<file path="config.mk">
export PLATFORM = sky130hd
export DESIGN_NAME = sat_counter
export DESIGN_NICKNAME = d
export VERILOG_FILES = /design/src/rtl/sat_counter.sv
export SDC_FILE = /design/constraint.sdc
export NUM_CORES = 1
export LEC_CHECK = 0
export ABC_AREA = 1
export BUFFER_PORTS_ARGS = -buffer_cell sky130_fd_sc_hd__buf_2
export CAP_MARGIN = 10
export CORE_AREA = 2 2 39 41
export DETAILED_ROUTE_END_ITERATION = 10
export DIE_AREA = 0 0 41 43
export PLACE_DENSITY = 0.42
export SYNTH_ARGS = -nofsm -noshare
export SYNTH_HDL_FRONTEND = slang
export SYNTH_SLANG_ARGS = --single-unit
</file>
<file path="constraint.sdc">
create_clock -name clk_i -period 1.2 [get_ports clk_i]
set_input_delay 0.06 -clock clk_i [delete_from_list [all_inputs] [get_ports clk_i]]
set_output_delay 0.06 -clock clk_i [all_outputs]
set_load 0.01 [all_outputs]
</file>
<file path="src/rtl/sat_counter.sv">
// Saturating up-counter with synchronous clear; a clear in the same cycle as an
// increment leaves the count at 1.
module sat_counter #(
    parameter int W = 4
) (
    input  logic         clk_i,
    input  logic         rst_i,
    input  logic         inc_i,
    input  logic         clr_i,
    output logic [W-1:0] cnt_o
);

    logic [W-1:0] cnt_q;
    logic [W-1:0] cnt_d;
    logic [W-1:0] base;

    always_comb begin
        base  = clr_i ? '0 : cnt_q;
        cnt_d = base;
        if (inc_i && (base != {W{1'b1}})) begin
            cnt_d = base + W'(1);
        end
    end

    always_ff @(posedge clk_i or posedge rst_i) begin
        if (rst_i) begin
            cnt_q <= '0;
        end else begin
            cnt_q <= cnt_d;
        end
    end

    assign cnt_o = cnt_q;

endmodule

</file>
# Word-level counts from Yosys, hierarchy flattened
# Cells that the tools add are included.
word_totals:
  reg_bits: 4
  inputBits: 4
classes:
  n_eq_ne: 1
  n_reduce_logical: 1
  add_sub_neg: 1
  n_mux: 2
ops:
  columns: ["operator", "n"]
  rows:
  - ["$mux W4", 2]
  - ["$add A4 B1 Y4 const B", 1]
  - ["$ne A4 B4 Y1 const B", 1]
  - ["$logic_and A1 B1 Y1", 1]

# Depth between registers and ports, before layout
# Gate-level depths: netlist of run 1.
depth:
  depth_word: 4
  mapped_depth: 9
  depth_no_buf: 9

# Worst setup path before layout of run 1
# Ideal clock, no wire load.
synth_timing:
  kind: "reg2reg"
  startpoint: "register cnt_q[1] (netlist: cnt_o[1])"
  endpoint: "register cnt_q[3] (netlist: cnt_o[3])"
  stages_incl_launch_ff: 9
  arrival_time_ns: 1.068
  path_slack_ns: 0.016
  setup_time_ns: 0.116
  path_buffers: 0
  required_time_ns: 1.084
  cell_sequence: "dfrtp_1 -> inv_1 -> nor2_1 -> ha_1 -> nand4_1 -> nand2_2 -> inv_2 -> nand2_1 -> nand2_1"
synth_between:
  elab_chain_len: 4
synth_lines:
  columns: ["item", "line", "rtl"]
  rows:
  - ["start, declared", "13", "logic [W-1:0] cnt_q;"]
  - ["start signal, assigned", "29", "cnt_q <= cnt_d;"]
  - ["$mux W4 *", "18", "base = clr_i ? '0 : cnt_q;"]
  - ["branches (longest 2 deep; another with $add A4 B1 Y4)", null, null]
  - ["$mux W4 *", "20", "if (inc_i && (base != {W{1'b1}})) begin"]
  - ["net cnt_d[3]", "14", "logic [W-1:0] cnt_d;"]
# Mark *: on every way through the listed nets, which the timed path passes.

# Worst setup path in the final report of run 1
layout_timing:
  startpoint: "register cnt_q[0] (netlist: cnt_o[0])"
  endpoint: "register cnt_q[2] (netlist: cnt_o[2])"
# The elaborated chain is that of the path after synthesis.

==> results of run 1 <==
-- area by class of cell --
type	instances	area, µm²	area share
Inverter	9	33.8	0.0857
Tap cell	16	20.0	0.0508
Multi-Input combinational cell	25	135	0.343
Sequential cell	4	100	0.254
Clock buffer	3	22.5	0.0571
Timing Repair Buffer	13	82.6	0.210
-- synth_stat cells --
| cell | instances |
|---|---|
| sky130_fd_sc_hd__nand2_1 | 17 |
| sky130_fd_sc_hd__inv_1 | 7 |
| sky130_fd_sc_hd__dfrtp_1 | 4 |
| sky130_fd_sc_hd__inv_2 | 2 |
| sky130_fd_sc_hd__nand4_1 | 2 |
| sky130_fd_sc_hd__nor2_1 | 2 |
| sky130_fd_sc_hd__ha_1 | 1 |
| sky130_fd_sc_hd__nand2_2 | 1 |
| sky130_fd_sc_hd__nand3_1 | 1 |
| sky130_fd_sc_hd__o21ai_0 | 1 |
-- per-layer routing --
| layer | share of wire | up-vias | track usage | wire length, µm |
|---|---|---|---|---|
| met5 | 0 | - | 0 | 0 |
| met4 | 0 | 0 | 0.100 | 0 |
| met3 | 0.042 | 0 | 0.0157 | 25 |
| met2 | 0.55 | 4 | 0.122 | 332 |
| met1 | 0.41 | 121 | 0.0879 | 244 |
| li1 | - | 147 | - | - |
-- worst min-delay path, cell delays in order --
cell                      delay, ps
sky130_fd_sc_hd__buf_2          110
sky130_fd_sc_hd__nand2_2         90
sky130_fd_sc_hd__nand2_1         60
sky130_fd_sc_hd__nand2_1         50
-- stage by stage --
step / TNS [ps] / instance area, µm² / hold WS (ps) / power [mW]
global placement: -195 / 317 / -54.6 / 0.208
CTS: -0.474 / 377 / 159 / 0.395
floorplan: 0 / 246 / -174 / 0.179
detailed placement: -76.4 / 317 / -46.5 / 0.209
global route: -110 / 394 / 211 / 0.424
finish: 0 / 394 / 174 / 0.394
-- repair_timing --
action	4_1_cts	5_1_grt
pin swaps	6	6
endpoints found under the setup margin	3	4
hold buffers	1	0
hold endpoints to repair	4	0
gates resized for setup	2	5
buffers inserted	3	0
-- worst min-delay path by stage --
stage	slack, ps	cells after the start	from	to
floorplan	-170	1	rst_i	cnt_o[0]
global placement	-50	2	rst_i	cnt_o[3]
detailed placement	-50	2	rst_i	cnt_o[3]
CTS	160	4	inc_i	cnt_o[1]
global route	210	4	inc_i	cnt_o[1]
finish	170	4	inc_i	cnt_o[1]
-- kinds of logic (layout without fill, tap and decap cells) --
group                      Yosys count  count (layout)
AOI/OAI and AO/OA                    1               1
adders and majority gates            1               1
buffers and inverters                9              25
DFF                                  4               4
and+or+nand+nor                     23              23
-- power groups by stage --
stage / clock network (mW) / logic [mW] / registers [mW]
3_5_place_dp: 0 / 0.0588 / 0.150
4_1_cts: 0.177 / 0.0705 / 0.148
5_1_grt: 0.186 / 0.0868 / 0.151
3_3_place_gp: 0 / 0.0587 / 0.150
6_report: 0.168 / 0.0770 / 0.149
2_1_floorplan: 0 / 0.0248 / 0.154
==> summary.md, run 1 <==
| Metric | Value |
|---|---|
| Worst setup path start | cnt_o[0] |
| TritonRoute pass-1 iters | 2 |
| Filler cells | 152 |
| Count of maximum capacitance violations | 0 |
| Core area | 1380 µm² |
| Longest individual stage delay on the worst path | 390 ps |
| Number of routed nets with antenna violations | 0 |
| FF-to-FF End | cnt_o[2] |
| Fraction of power consumed by combinational cells | 0.196 |
| Fraction of the mapped netlist area in compound gates | 0.0203 |
| I/O pins | 8 |
| Power density of the placed cells | 1000 nW/µm² |
| Synthesis warning total | 0 |
| Proportion of power drawn by flip-flops and latches | 0.379 |
| Max Slew Vio Count | 0 |
| Combined area of all synthesized cells | 246 µm² |
| Global-route congestion overflow total | 0 |
| Number of distinct library cells after synthesis | 10 |
| DRC violation count after routing | 0 |
| Leading cell types in the layout, fill and taps excluded | sky130_fd_sc_hd__nand2_1, sky130_fd_sc_hd__buf_2, sky130_fd_sc_hd__inv_1, sky130_fd_sc_hd__buf_4 |
| Final routed wire length divided by cell count | 8.60 µm |
| Post-synthesis sequential element count | 4 |
| Post-Syn Area per Cell | 6.49 µm² |
| Path length in cells of the critical path | 8 |
| Crit-path leading delay family | flip-flops |
| Die Width | 41 µm |
| Combinational family with the most area after synthesis | simple AND/OR/NAND/NOR gates |
| Fraction of post-synthesis cell area in the top cell type by area | 0.406 |
| Number of standard cells after synthesis | 38 |
| Maximum fanout count along the critical path | 3 |
| Post-layout nets | 61 |
| Adder-cell area share of the yosys netlist | 0.0508 |
| Crit share post-route | 0.951 |
| R2r setup slk | 60 ps |
| Data required time of the critical path | 1330 ps |
| Overall Global Routing Usage | 0.0847 |
| H-tree levels | 1 |
| Worst slack at placement | -34.5 ps |
| Crit-path slowest cell | sky130_fd_sc_hd__dfrtp_1 |
| Critical Path Sink Type | flop |
| Number of buffers inserted during clock tree synthesis | 3 |
| Clock transition at the register clock pins on the worst setup and hold paths after CTS | 40 ps |
| Most frequent cell on the critical path | sky130_fd_sc_hd__nand2_1 |
| Die span in y | 43 µm |
| Status | completed |
| Net switching component of the power | 0.102 mW |
| Antenna diodes | 0 |
| Startpoint kind of the worst setup timing path | flop |
| Fin Clk Skew | 4.74 ps |
| Worst min path class | input pin to flop |
| Die ar. | 1760 µm² |
| Root Buffer Master | sky130_fd_sc_hd__clkbuf_4 |
| Portion of the post-synthesis area used by sequential elements | 0.406 |
| R2r startpoint | cnt_o[0] |
| Number of clock sinks seen by CTS | 4 |
| FMAX | 0.876 GHz |
| Most frequent standard cell in the layout excluding fill and tap cells | sky130_fd_sc_hd__nand2_1 |
| Final core utilization | 0.285 |
| Wire length of the first global-routing pass | 897 µm |
| Final hold violation count | 0 |
| Arrival time of the worst setup path | 1270 ps |
| Transition at the pin with the smallest max-transition slack | 184 ps |
| Total half-perimeter wirelength after legalization and detailed placement | 456 µm |
| Global placement routability congestion | 0.635 |
| Type of the worst setup path | flop to flop |
| Count of port buffers added during placement | 7 |
| Number of buffers on the longest clock path | 2 |
| Via density per instance | 3.89 |
| Clock power frac | 0.426 |
| Area overhead of the layout relative to synthesis | 59.9% |
| Share of synthesized area spent on multiplexers | 0 |
| Synth top area cells | sky130_fd_sc_hd__dfrtp_1, sky130_fd_sc_hd__nand2_1, sky130_fd_sc_hd__inv_1, sky130_fd_sc_hd__ha_1, sky130_fd_sc_hd__nand4_1 |
| First DRT Iteration DRCs | 5 |
| Net count after synthesis | 43 |
| Setup repair after global routing missed its margin | true |
| Internal power | 0.292 mW |
| Largest net degree at the start of global routing | 5 |
| Initial antenna violation count | 0 |
| Fraction of final layout cells sized beyond drive strength 1 | 0.426 |
| Worst setup path endpoint | cnt_o[2] |
| Site Rows | 14 |
| Largest area contributor in the synthesized netlist | sky130_fd_sc_hd__dfrtp_1 |
| Simple-gate portion of the synthesized area | 0.386 |
| Count of final setup violators | 0 |
| Peak ir drop on the vdd network | 0.442 mV |
| PnR worst setup slack | 58.8 ps |
| Relative max-transition margin | 0.877 |
| Time the final worst path needs with I/O delays and setup | 1140 ps |
| Non-filler cells in the finished layout | 70 |
| Cell leakage power | 0.238 nW |
| Number of cells on the worst reg-to-reg path | 8 |
| Starting utilization of the core area | 0.178 |
| Cell count after placement | 63 |
| Buffer and inverter count on the worst path | 3 |
| Crit-path cells | nand2_2 > inv_2 > ha_4 > buf_4 > nand2_1 > o21ai_0 > nand2_1 > inv_1 |
| Number of vias after detailed routing | 272 |
| Switching share of power | 0.260 |
| Vias in the first global route | 225 |
| WL final | 602 µm |
| Xor and xnor area share after synthesis | 0 |
| Insertion delay to the later sink of the worst-skew pair | 240 ps |
| Number of flip-flops under the largest register name | 4 |
| Clock tree from TritonCTS | yes |
Note: power is estimated with default switching activity, not from simulation.
==> run 2, diff against run 1 <==
- ABC_AREA: 1 -> unset
- CORE_AREA: 2 2 39 41 -> 4 4 41 43
- DIE_AREA: 0 0 41 43 -> 0 0 45 47
- PLACE_DENSITY: 0.42 -> 0.41
==> run 2 against run 1 <==
The flow now finishes with violations (negative setup slack). Sequential share of layout area decreased by 0.78 points. Combinational power increased by 43%. Flip-flop and latch count did not move. Count of clock-buffer cells in the layout unchanged. Global-route usage is 0.068 points lower. Total power rose by 9.4%. Highest routed layer is now met4. Sequential power up 5%.
==> summary.md, run 2 <==
| Metric | Value |
|---|---|
| Transition at the pin with the smallest max-transition slack | 208 ps (+23.9 ps) |
| Number of routed nets with antenna violations | 0 (unchanged) |
| Post-layout nets | 45 (-26%) |
| Maximum fanout count along the critical path | 2 (-1) |
| DRC violation count after routing | 0 (unchanged) |
| Site Rows | 13 (-1) |
| Number of buffers on the longest clock path | 2 (unchanged) |
| Primary FF master, synth | sky130_fd_sc_hd__dfrtp_1 |
| Largest net degree at the start of global routing | 5 (unchanged) |
| Most frequent cells after synthesis | sky130_fd_sc_hd__dfrtp_1, sky130_fd_sc_hd__inv_1, sky130_fd_sc_hd__nand2_1, sky130_fd_sc_hd__nor3_1 |
| Number of vias after detailed routing | 217 (-20%) |
| Number of clock sinks seen by CTS | 4 (unchanged) |
| Violations in the final reports | negative setup slack |
| TritonRoute pass-1 iters | 4 (+2) |
| Portion of the post-synthesis area used by sequential elements | 0.437 (+0.0311) |
| Starting utilization of the core area | 0.176 (-0.00216) |
| Cell leakage power | 0.207 nW (-13%) |
| Final hold violation count | 0 (unchanged) |
| Fraction of post-synthesis cell area in the top cell type by area | 0.437 (+0.0311) |
| Synth top area cells | sky130_fd_sc_hd__dfrtp_1, sky130_fd_sc_hd__o21ai_4, sky130_fd_sc_hd__mux2_4, sky130_fd_sc_hd__nand2b_4, sky130_fd_sc_hd__ha_1 |
| Count of maximum capacitance violations | 0 (unchanged) |
| Area of all placed cells without fillers | 407 µm² (+3.2%) |
| Die Width | 45 µm (+9.8%) |
| Number of flip-flops under the largest register name | 4 (unchanged) |
| Post-synthesis sequential element count | 4 (unchanged) |
| Leading cell types in the layout, fill and taps excluded | sky130_fd_sc_hd__buf_2, sky130_fd_sc_hd__buf_4, sky130_fd_sc_hd__dfrtp_1 |
| Setup repair after global routing missed its margin | true |
| Fin Clk Skew | 4.14 ps (-0.599 ps) |
| Critical Path Sink Type | flop |
| Number of distinct library cells after synthesis | 14 (+4) |
| Clock transition at the register clock pins on the worst setup and hold paths after CTS | 40 ps (about the same) |
| Vias in the first global route | 272 (+21%) |
| Wire length of the first global-routing pass | 1170 µm (+31%) |
| Status | finished, violations left |
| Antenna diodes | 0 (unchanged) |
| Power density of the placed cells | 1060 nW/µm² (+6.0%) |
| Relative max-transition margin | 0.861 (-0.0159) |
| Non-filler cells in the finished layout | 53 (-24%) |
| Overall Global Routing Usage | 0.0840 (-0.000684) |
| Initial antenna violation count | 0 (unchanged) |
| I/O pins | 8 (unchanged) |
| Cell count after placement | 48 (-24%) |
| Insertion delay to the later sink of the worst-skew pair | 230 ps (about the same) |
| Clock tree from TritonCTS | yes |
| Number of standard cells after synthesis | 20 (-47%) |
| Arrival time of the worst setup path | 1420 ps (+150 ps) |
| Net count after synthesis | 25 (-42%) |
| Total half-perimeter wirelength after legalization and detailed placement | 515 µm (+13%) |
| Count of port buffers added during placement | 7 (unchanged) |
| Most numerous cell in the Yosys netlist | sky130_fd_sc_hd__dfrtp_1 |
| First DRT Iteration DRCs | 2 (-3) |
| Root Buffer Master | sky130_fd_sc_hd__clkbuf_4 |
| Post-Syn Area per Cell | 11.4 µm² (+76%) |
| Time the final worst path needs with I/O delays and setup | 1310 ps (+171 ps) |
| Type of the worst setup path | flop to flop |
| Die ar. | 2120 µm² (+20%) |
| PnR worst setup slack | -112 ps (-171 ps) |
| Core area | 1300 µm² (-6.0%) |
| Largest area contributor in the synthesized netlist | sky130_fd_sc_hd__dfrtp_1 |
| WL final | 660 µm (+9.6%) |
| Area after detailed placement | 343 µm² (+8.3%) |
| Number of buffers inserted during clock tree synthesis | 3 (unchanged) |
| Worst min path class | input pin to flop |
| Peak ir drop on the vdd network | 0.550 mV (+24%) |
| Final routed wire length divided by cell count | 12.5 µm (+45%) |
| Combined area of all synthesized cells | 229 µm² (-7.1%) |
| Count of final setup violators | 4 (+4) |
| Filler cells | 143 (-5.9%) |
| Global placement routability congestion | 0.702 (+11%) |
| Die span in y | 47 µm (+9.3%) |
| FMAX | 0.762 GHz (-13%) |
| H-tree levels | 1 (unchanged) |
| Number of enable-type register cells in the synthesized netlist | 0 (unchanged) |
| Data required time of the critical path | 1310 ps (-20 ps) |
| Crit-path slowest cell | sky130_fd_sc_hd__dfrtp_1 |
| Longest individual stage delay on the worst path | 370 ps (-20 ps) |
| Overall power consumption | 0.431 mW (+9.4%) |
| Max Slew Vio Count | 0 (unchanged) |
| Crit share post-route | 1.09 (+0.142) |
| Via density per instance | 4.09 (+5.4%) |
| Startpoint kind of the worst setup timing path | flop |
| Area overhead of the layout relative to synthesis | 77.6% |
| Fraction of final layout cells sized beyond drive strength 1 | 0.711 (+0.285) |
| Global-route congestion overflow total | 0 (unchanged) |
| Synthesis warning total | 0 (unchanged) |
| Proportion of synthesized flip-flops having asynchronous set or reset | 1.00 (unchanged) |
| Crit-path cells | and2b_2 > ha_4 > nand2_4 > o21ai_4 > mux2_4 |
-- run 2: changes by cell type in the layout (fill, tap and decap cells not counted), sizes merged, moves of 2 or more --
cell,change
nor3,+2
nand2,-16
buf,+2
and2b,+2
nor2,-2
inv,-7
-- run 2: repair_timing --
item | 4_1_cts | 5_1_grt
buffers inserted | 1 | 0
hold endpoints to repair | 4 | 0
endpoints found under the setup margin | 4 | 4
gates resized for setup | 5 | 0
hold buffers | 1 | 0
pin swaps | 2 | 0
-- run 2: worst max-delay path, delay by kind of cell (launching register included) --
kind / cells / cell delay, ps
and+or+nand+nor: 2 / 290
muxes: 1 / 300
DFF: 1 / 370
adders and majority gates: 1 / 170
AOI/OAI and AO/OA: 1 / 60
-- run 2: final timing paths --
path | cells after the start | slack (ps) | to | from
worst max register to register | 5 | -110 | cnt_o[1] | cnt_o[0]
worst max-delay path | 5 | -110 | cnt_o[1] | cnt_o[0]
min in group asynchronous | 3 | 260 | cnt_o[3] | rst_i
worst min register to register | 2 | 640 | cnt_o[2] | cnt_o[2]
worst min-delay path | 3 | 110 | cnt_o[3] | clr_i
max in group asynchronous | 3 | 780 | cnt_o[0] | rst_i
-- run 2: final cells by class --
cell class                      count  area, µm²  share of cell area
Multi-Input combinational cell     14        160               0.394
Sequential cell                     4        100               0.246
Timing Repair Buffer               15       97.6               0.240
Clock buffer                        3       22.5              0.0554
Tap cell                           15       18.8              0.0462
Inverter                            2       7.51              0.0185
-- run 2: where the power goes --
group	internal [mW]	leakage, nW	switching (mW)
registers	0.147	0.0526	0.00837
logic	0.0653	0.141	0.0451
clock network	0.112	0.0138	0.0531
-- run 2: routing by layer --
layer | routed length, µm | track usage | part of all wire
met1 | 254 | 0.0734 | 0.38
met2 | 349 | 0.153 | 0.53
met3 | 43 | 0.0421 | 0.065
met4 | 12 | 0.0526 | 0.018
met5 | 0 | 0 | 0
-- run 2: kinds of logic after synthesis --
group / after synthesis / synth area share
xor+xnor: 1 / 0.0383
buf+inv: 2 / 0.0328
mux: 1 / 0.0656
fa+ha+maj: 1 / 0.0546
flops: 4 / 0.437
compound gates: 3 / 0.126
simple gates: 8 / 0.246
-- run 2: metrics by stage --
stage | hold WS, ps | utilization | setup TNS (ps) | setup WS (ps)
finish | 109 | 0.313 | -187 | -112
global placement | -60.8 | 0.263 | -146 | -91.6
CTS | 106 | 0.313 | -201 | -124
detailed placement | -50.3 | 0.263 | -256 | -119
floorplan | -174 | - | -136 | -136
global route | 122 | 0.313 | -388 | -159
